==> config.mk <==
export PLATFORM = sky130hd
export DESIGN_NAME = serial_adder
export DESIGN_NICKNAME = d
export VERILOG_FILES = /design/src/rtl/serial_adder.sv
export SDC_FILE = /design/constraint.sdc
export NUM_CORES = 1
export LEC_CHECK = 0
export CAP_MARGIN = 0
export CORE_UTILIZATION = 45
export DETAILED_ROUTE_END_ITERATION = 8
export GPL_TIMING_DRIVEN = 0
export PLACE_DENSITY_LB_ADDON = 0.15
export SYNTH_ARGS = -nofsm -noshare
export SYNTH_HDL_FRONTEND = slang
export SYNTH_SLANG_ARGS = --single-unit
export TNS_END_PERCENT = 20
==> constraint.sdc <==
create_clock -name clk_i -period 2.7 [get_ports clk_i]
set_input_delay 0.27 -clock clk_i [delete_from_list [all_inputs] [get_ports clk_i]]
set_output_delay 0.27 -clock clk_i [all_outputs]
set_load 0.03 [all_outputs]
==> src/rtl/serial_adder.sv <==
// rtl/serial_adder.sv - digit-serial adder/subtractor, DIGIT bits per cycle, LSB digit first
module serial_adder #(
    parameter int WIDTH = 8,
    parameter int DIGIT = 1
) (
    input  logic             clk_i,
    input  logic             rst_i,
    input  logic             start_i,
    input  logic             sub_i,
    input  logic             carry_in_i,
    input  logic [WIDTH-1:0] a_i,
    input  logic [WIDTH-1:0] b_i,
    output logic [WIDTH-1:0] sum_o,
    output logic             carry_o,
    output logic             overflow_o,
    output logic             busy_o,
    output logic             done_o
);

    localparam int N  = WIDTH / DIGIT;
    localparam int CW = $clog2(N + 1);
    localparam logic [CW-1:0] LAST_STEP = CW'(N - 1);

    typedef enum logic [1:0] {
        S_IDLE,
        S_RUN,
        S_DONE
    } state_e;

    state_e           state_q;
    logic [WIDTH-1:0] a_q;
    logic [WIDTH-1:0] b_q;
    logic [WIDTH-1:0] sum_q;
    logic [WIDTH-1:0] sum_d;
    logic             cy_q;
    logic [CW-1:0]    step_q;
    logic [CW-1:0]    step_d;
    logic             carry_q;
    logic             ovf_q;
    logic             busy_q;
    logic             done_q;

    logic [DIGIT:0]   chain;
    logic [DIGIT-1:0] dsum;
    logic [WIDTH-1:0] dsum_ext;

    // One digit slice: ripple through DIGIT full adders seeded by the carry flop.
    // chain[DIGIT-1] is the carry into the slice MSB, which on the last step is
    // the carry into the operand MSB needed for signed overflow.
    always_comb begin
        chain    = '0;
        dsum     = '0;
        dsum_ext = '0;
        chain[0] = cy_q;
        for (int i = 0; i < DIGIT; i++) begin
            dsum[i]      = a_q[i] ^ b_q[i] ^ chain[i];
            chain[i + 1] = (a_q[i] & b_q[i]) | (chain[i] & (a_q[i] ^ b_q[i]));
        end
        dsum_ext[DIGIT-1:0] = dsum;
        sum_d  = (sum_q >> DIGIT) | (dsum_ext << (WIDTH - DIGIT));
        step_d = step_q + CW'(1);
    end

    always_ff @(posedge clk_i) begin
        if (rst_i) begin
            state_q <= S_IDLE;
            a_q     <= '0;
            b_q     <= '0;
            sum_q   <= '0;
            cy_q    <= 1'b0;
            step_q  <= '0;
            carry_q <= 1'b0;
            ovf_q   <= 1'b0;
            busy_q  <= 1'b0;
            done_q  <= 1'b0;
        end else begin
            case (state_q)
                S_IDLE, S_DONE: begin
                    if (start_i) begin
                        a_q     <= a_i;
                        b_q     <= sub_i ? ~b_i : b_i;
                        cy_q    <= sub_i ? 1'b1 : carry_in_i;
                        step_q  <= '0;
                        state_q <= S_RUN;
                        busy_q  <= 1'b1;
                        done_q  <= 1'b0;
                    end else begin
                        state_q <= S_IDLE;
                        done_q  <= 1'b0;
                    end
                end
                S_RUN: begin
                    a_q    <= a_q >> DIGIT;
                    b_q    <= b_q >> DIGIT;
                    sum_q  <= sum_d;
                    cy_q   <= chain[DIGIT];
                    step_q <= step_d;
                    if (step_q == LAST_STEP) begin
                        state_q <= S_DONE;
                        busy_q  <= 1'b0;
                        done_q  <= 1'b1;
                        carry_q <= chain[DIGIT];
                        ovf_q   <= chain[DIGIT] ^ chain[DIGIT-1];
                    end
                end
                default: begin
                    state_q <= S_IDLE;
                    busy_q  <= 1'b0;
                    done_q  <= 1'b0;
                end
            endcase
        end
    end

    assign sum_o      = sum_q;
    assign carry_o    = carry_q;
    assign overflow_o = ovf_q;
    assign busy_o     = busy_q;
    assign done_o     = done_q;

endmodule

Word-level counts from Yosys, hierarchy flattened
Index checks and enable logic that the tools add are counted.

Flip-flop bits (word level): 35. Input bits: 21. Output and inout bits: 12. Logic and storage cells: 48.

$add $sub $neg: 1. Equal/unequal tests: 5. Multiplexer cells: 16. Bitwise logic cells: 9. Reduce and logical (&&, ||, !) cells: 7.

Operators by type and width (number): $pmux 8 s2 (2); $mux 8 (3); $not 8->8 (1); $or 7x8->8 (1); $pmux 4 s2 (1); $reduce_and 2->1 (3); $mux 1 (5); $add 4x1->4 const B (1); $eq 4x3->1 const B (1); $mux 4 (1); $ne 2x2->1 const B (2); $pmux 1 s2 (2); $pmux 2 s2 (1); $reduce_or 2->1 (2); $xor 1x1->1 (3); $and 1x1->1 (2); $eq 2x1->1 const B (1); $eq 2x2->1 const B (1); $logic_not 2->1 (1); $mux 2 (1); $reduce_bool 2->1 (1); $not 1->1 (1); $or 1x1->1 (1).

Logic depth before layout (Yosys ltp)
Word-level depth: 4. Depth in mapped cells: 5. Depth with buffers taken out: 4.

Worst setup path after synthesis
Ideal clock, no wire load.

Path kind: reg2reg. Start: register a_q[0]. End: register ovf_q (netlist: overflow_o). Setup time: 0.070 ns. Arrival: 1.314 ns. Data required time: 2.630 ns. Slack: 1.316 ns. Stages on the path, launching flop included: 5. Path buffers: 0. Clock period less this slack: 1.384 ns. Cell sequence: dfxtp_1 > fa_1 > xnor2_1 > or3_1 > a21oi_1.

Longest elaborated chain between the ends: 4. Elaborated cells between the ends (all ways): 5. Those cells by class: 5 x bitwise.

Ends and longest elaborated chain: start, declared (line 31) `logic [WIDTH-1:0] a_q;`; start signal, assigned (line 80) `a_q <= a_i;`; start signal, assigned (line 93) `a_q <= a_q >> DIGIT;`; $xor 1x1->1 (line 57) `chain[i + 1] = (a_q[i] & b_q[i]) | (chain[i] & (a_q[i] ^ b_q[i]));`; $and 1x1->1 (line 57); $or 1x1->1 * (line 57); net chain[1] (line 43) `logic [DIGIT:0] chain;`; $xor 1x1->1 * (line 103) `ovf_q <= chain[DIGIT] ^ chain[DIGIT-1];`; end signal, assigned (line 103); end, declared (line 39) `logic ovf_q;`.

The timed path passes the listed nets; every way through them passes the cells marked *. A chain may end at the register's enable or synchronous reset.

Final worst setup path
Start: register sum_q[7] (netlist: sum_o[7]). End: output port sum_o[7].

RTL lines: start, declared (line 33) `logic [WIDTH-1:0] sum_q;`; start signal, assigned (line 95) `sum_q <= sum_d;`; end, declared (line 13) `output logic [WIDTH-1:0] sum_o,`.

No word-level cell between the ends.

==> results_dict.tcl <==
set metrics [dict create \
    outcome "complete, no violations" \
    vias 1342 \
    synth_async_reset_ratio_pct 0 \
    synth_nets 194 \
    initial_antenna_violation_count 0 \
    synth.area.mux_share_pct 1.74 \
    die_area_sq_mm 0.00359 \
    die-width_microns 59.9 \
    critical-path-top-delay-family "buffers and inverters" \
    avgViaCountPerCell 5.30 \
    top_level_ports 33 \
    synth_top_cells_by_area "dfxtp_1 (46%), a21oi_1 (10%), a22oi_1 (7.0%), nand3_1 (6.3%), nand2_1 (5.0%)" \
    grt_most_used_layer "met2" \
    final_period_minus_worst_setup_slack_ns 1.64 \
    cts_inserted_buffers 5 \
    cts-root-to-sink-buffers 2 \
    worst_path_clk_slew_ns 0.11 \
    ant_nets 0 \
    crit_path_start "sum_o[7]" \
    cts_h_tree_lvls 2 \
    fin_crit_sh_pct 60.9 \
    synth_sequential_area_ratio_pct 46.5 \
    crit_chain "clkdlybuf4s50_1" \
    synth_compound_gate_area_share_pct 20.7 \
    setup_viol_count_final 0 \
    cts_tree "yes" \
    numPortBuffers 30 \
    yosys.area.top_type_share_pct 46.5 \
    max-cap-violations 0 \
    worst_setup_path_endpoint "sum_o[7]" \
    drcViolationCount 0 \
    yosys.area.top_type "dfxtp_1" \
    fin_worst_skew_ns 0.00715 \
    ir_worst_vdd_uv 369 \
    worst_ep_arrival_time_ns 1.37 \
    cts.sinks 35 \
    timing.slew.headroom_pct 68.9 \
    post_detailed_routing_wire_length_mm 3.18 \
    postSynthAreaPerCell_sq_um 8.82 \
    area_growth_pct 29.3 \
    grt_start_max_net_pins 12 \
    detail_route.wl_per_cell_microns 12.5 \
    number_of_flops_mapped_to_enable_cells_by_yosys 0 \
    startpoint_type "flip-flop" \
    initial_core_utilization_pct 48.2 \
    drv_slew 0 \
    globalRouteMet3Util_pct 6.49 \
    synth-simple-area-share_pct 17.3 \
    post-cts-setup-buffer-count 0 \
    hold_class "in2reg" \
    drt_iter0_drc 56 \
    post_synth_most_frequent_cells "dfxtp_1 (35), a21oi_1 (30), nand2_1 (20), nand3_1 (19), a22oi_1 (14)" \
    synth-adder-area-share_pct 2.16 \
    worstSkewPairLatency_ns 0.33 \
    final-hold-violation-count 0 \
    yosys_register_bits 35 \
    fin_nets 231 \
    design_area_sq_mm 0.00195 \
    yosysMostFrequentCell "dfxtp_1" \
    routability_cong 0.762 \
    cp_num_cells 1 \
    die_height_microns 59.9 \
    reg2reg_depth 4 \
    p_per_area_mw_per_mm2 571 \
    cts_hold_buffers 0 \
    slew_at_the_pin_with_the_worst_max_slew_slack_ns 0.467 \
    netlist_instances 171 \
    placeable_area_sq_mm 0.00313 \
    num_rows 20 \
    grt_overflow 0 \
    total_power_mw 1.11 \
    critical_path.reg2reg.endpoint "overflow_o" \
    final_core_utilization_pct 62.3 \
    drt-pass1-iter-count 4 \
    critical_path_buf_inv_count 1 \
    yosys_most_used_dff "dfxtp_1" \
    cp_max_fo 3 \
    groute.usage.overall_pct 21.3 \
    max_freq_mhz 608 \
    share_of_layout_cells_above_drive_strength_1_pct 11.5 \
    regToRegSetupSlack_ns 1.23 \
    crit_type "reg2out" \
    wire_length_of_the_first_global_routing_pass_mm 5.58 \
    timing.critical_path.required_ns 2.43 \
    hpwlAfterDp_mm 2.31 \
    critPathMaxStageDelay_ns 0.67 \
    mappedNetlistArea_sq_mm 0.00151 \
    use_met2_pct 35.4 \
    rsz0062_at_grt "no" \
    placed_area_sq_mm 0.00186 \
    grt.met1_usage_pct 26.7 \
    largest_family_of_logic_cells_by_synthesized_area "compound AO/OA/AOI/OAI gates" \
    yosys.area_share.xor_xnor_pct 5.23 \
    critical_path.reg2reg.startpoint "a_q[0]" \
    totalNegativeSetupSlack_ns 0 \
    worst_hold_slack_ns 0.383 \
    end_kind "primary output" \
    insertedDiodeCount 0 \
    cts_resized 0 \
    synthesis.yosys.warnings 0 \
    number_of_global_route_vias_before_repair 1261 \
    crit_path_top_delay_cell "clkdlybuf4s50_1" \
    p_leak_nw 0.696 \
    clockRootBuffer "clkbuf_4" \
    synth.distinct_cells 33 \
]
==> power breakdown <==
part / total (mW) / internal (mW) / switching [mW]
registers: 0.558 / 0.542 / 0.0160
logic: 0.165 / 0.0779 / 0.0868
clock network: 0.390 / 0.219 / 0.171
==> metrics by stage <==
| stage | setup slack, ns | std cells |
|---|---|---|
| finish | 1.06 | 253 |
| global route | 0.967 | 253 |
| CTS | 1.03 | 253 |
| detailed placement | 1.06 | 245 |
| global placement | 1.07 | 245 |
| floorplan | 1.32 | 171 |
==> layer usage <==
layer	share of wire (%)	wire length (microns)
met1	47	1490
met2	47	1490
met3	5.1	163
met4	1.0	32
met5	0	0
==> flip-flops by register name (all words and copies together) (netlist names) <==
register	count
cy_q	1
state_q	2
b_q	8
overflow_o	1
busy_o	1
a_q	8
done_o	1
step_q	4
sum_o	8
carry_o	1
==> cell usage in the layout (no fill, tap or decap), drive strengths merged, types with 2 or more instances in the layout <==
master,count
nand3b,2
nand2,20
inv,2
a22oi,14
clkbuf,9
a211oi,2
clkdlybuf4s50,30
a21oi,30
o21ai,3
mux2,2
nor2b,2
xor2,8
nor2,2
nand3,19
buf,13
dfxtp,35
nand2b,3
==> layout make-up <==
| class | count | area, sq um |
|---|---|---|
| Inverter | 2 | 7.51 |
| Sequential cell | 35 | 701 |
| Fill cell | 298 | 1180 |
| Tap cell | 44 | 55.1 |
| Clock buffer | 6 | 51.3 |
| Clock inverter | 2 | 35.0 |
| Multi-Input combinational cell | 118 | 711 |
| Timing Repair Buffer | 30 | 300 |
| Buffer | 16 | 88.8 |
==> how the worst min path moves through the flow <==
stage	start	to	slack, ns	depth (start not counted)
2_1_floorplan	a_i[7]	a_q[7]	0.41	2
3_3_place_gp	sum_o[0]	sum_o[0]	0.45	2
3_5_place_dp	done_o	done_o	0.45	2
4_1_cts	rst_i	step_q[2]	0.36	2
5_1_grt	rst_i	step_q[2]	0.40	2
6_report	rst_i	step_q[2]	0.38	2
==> cell families (layout without fill, tap and decap cells) <==
family          after synthesis  in the layout
compound gates               52             52
xor+xnor                      9              9
fa+ha+maj                     2              2
buf+inv                      18             56
flops                        35             35
mux                           2              2
simple gates                 53             53
Power figures use the tool's default switching activity.
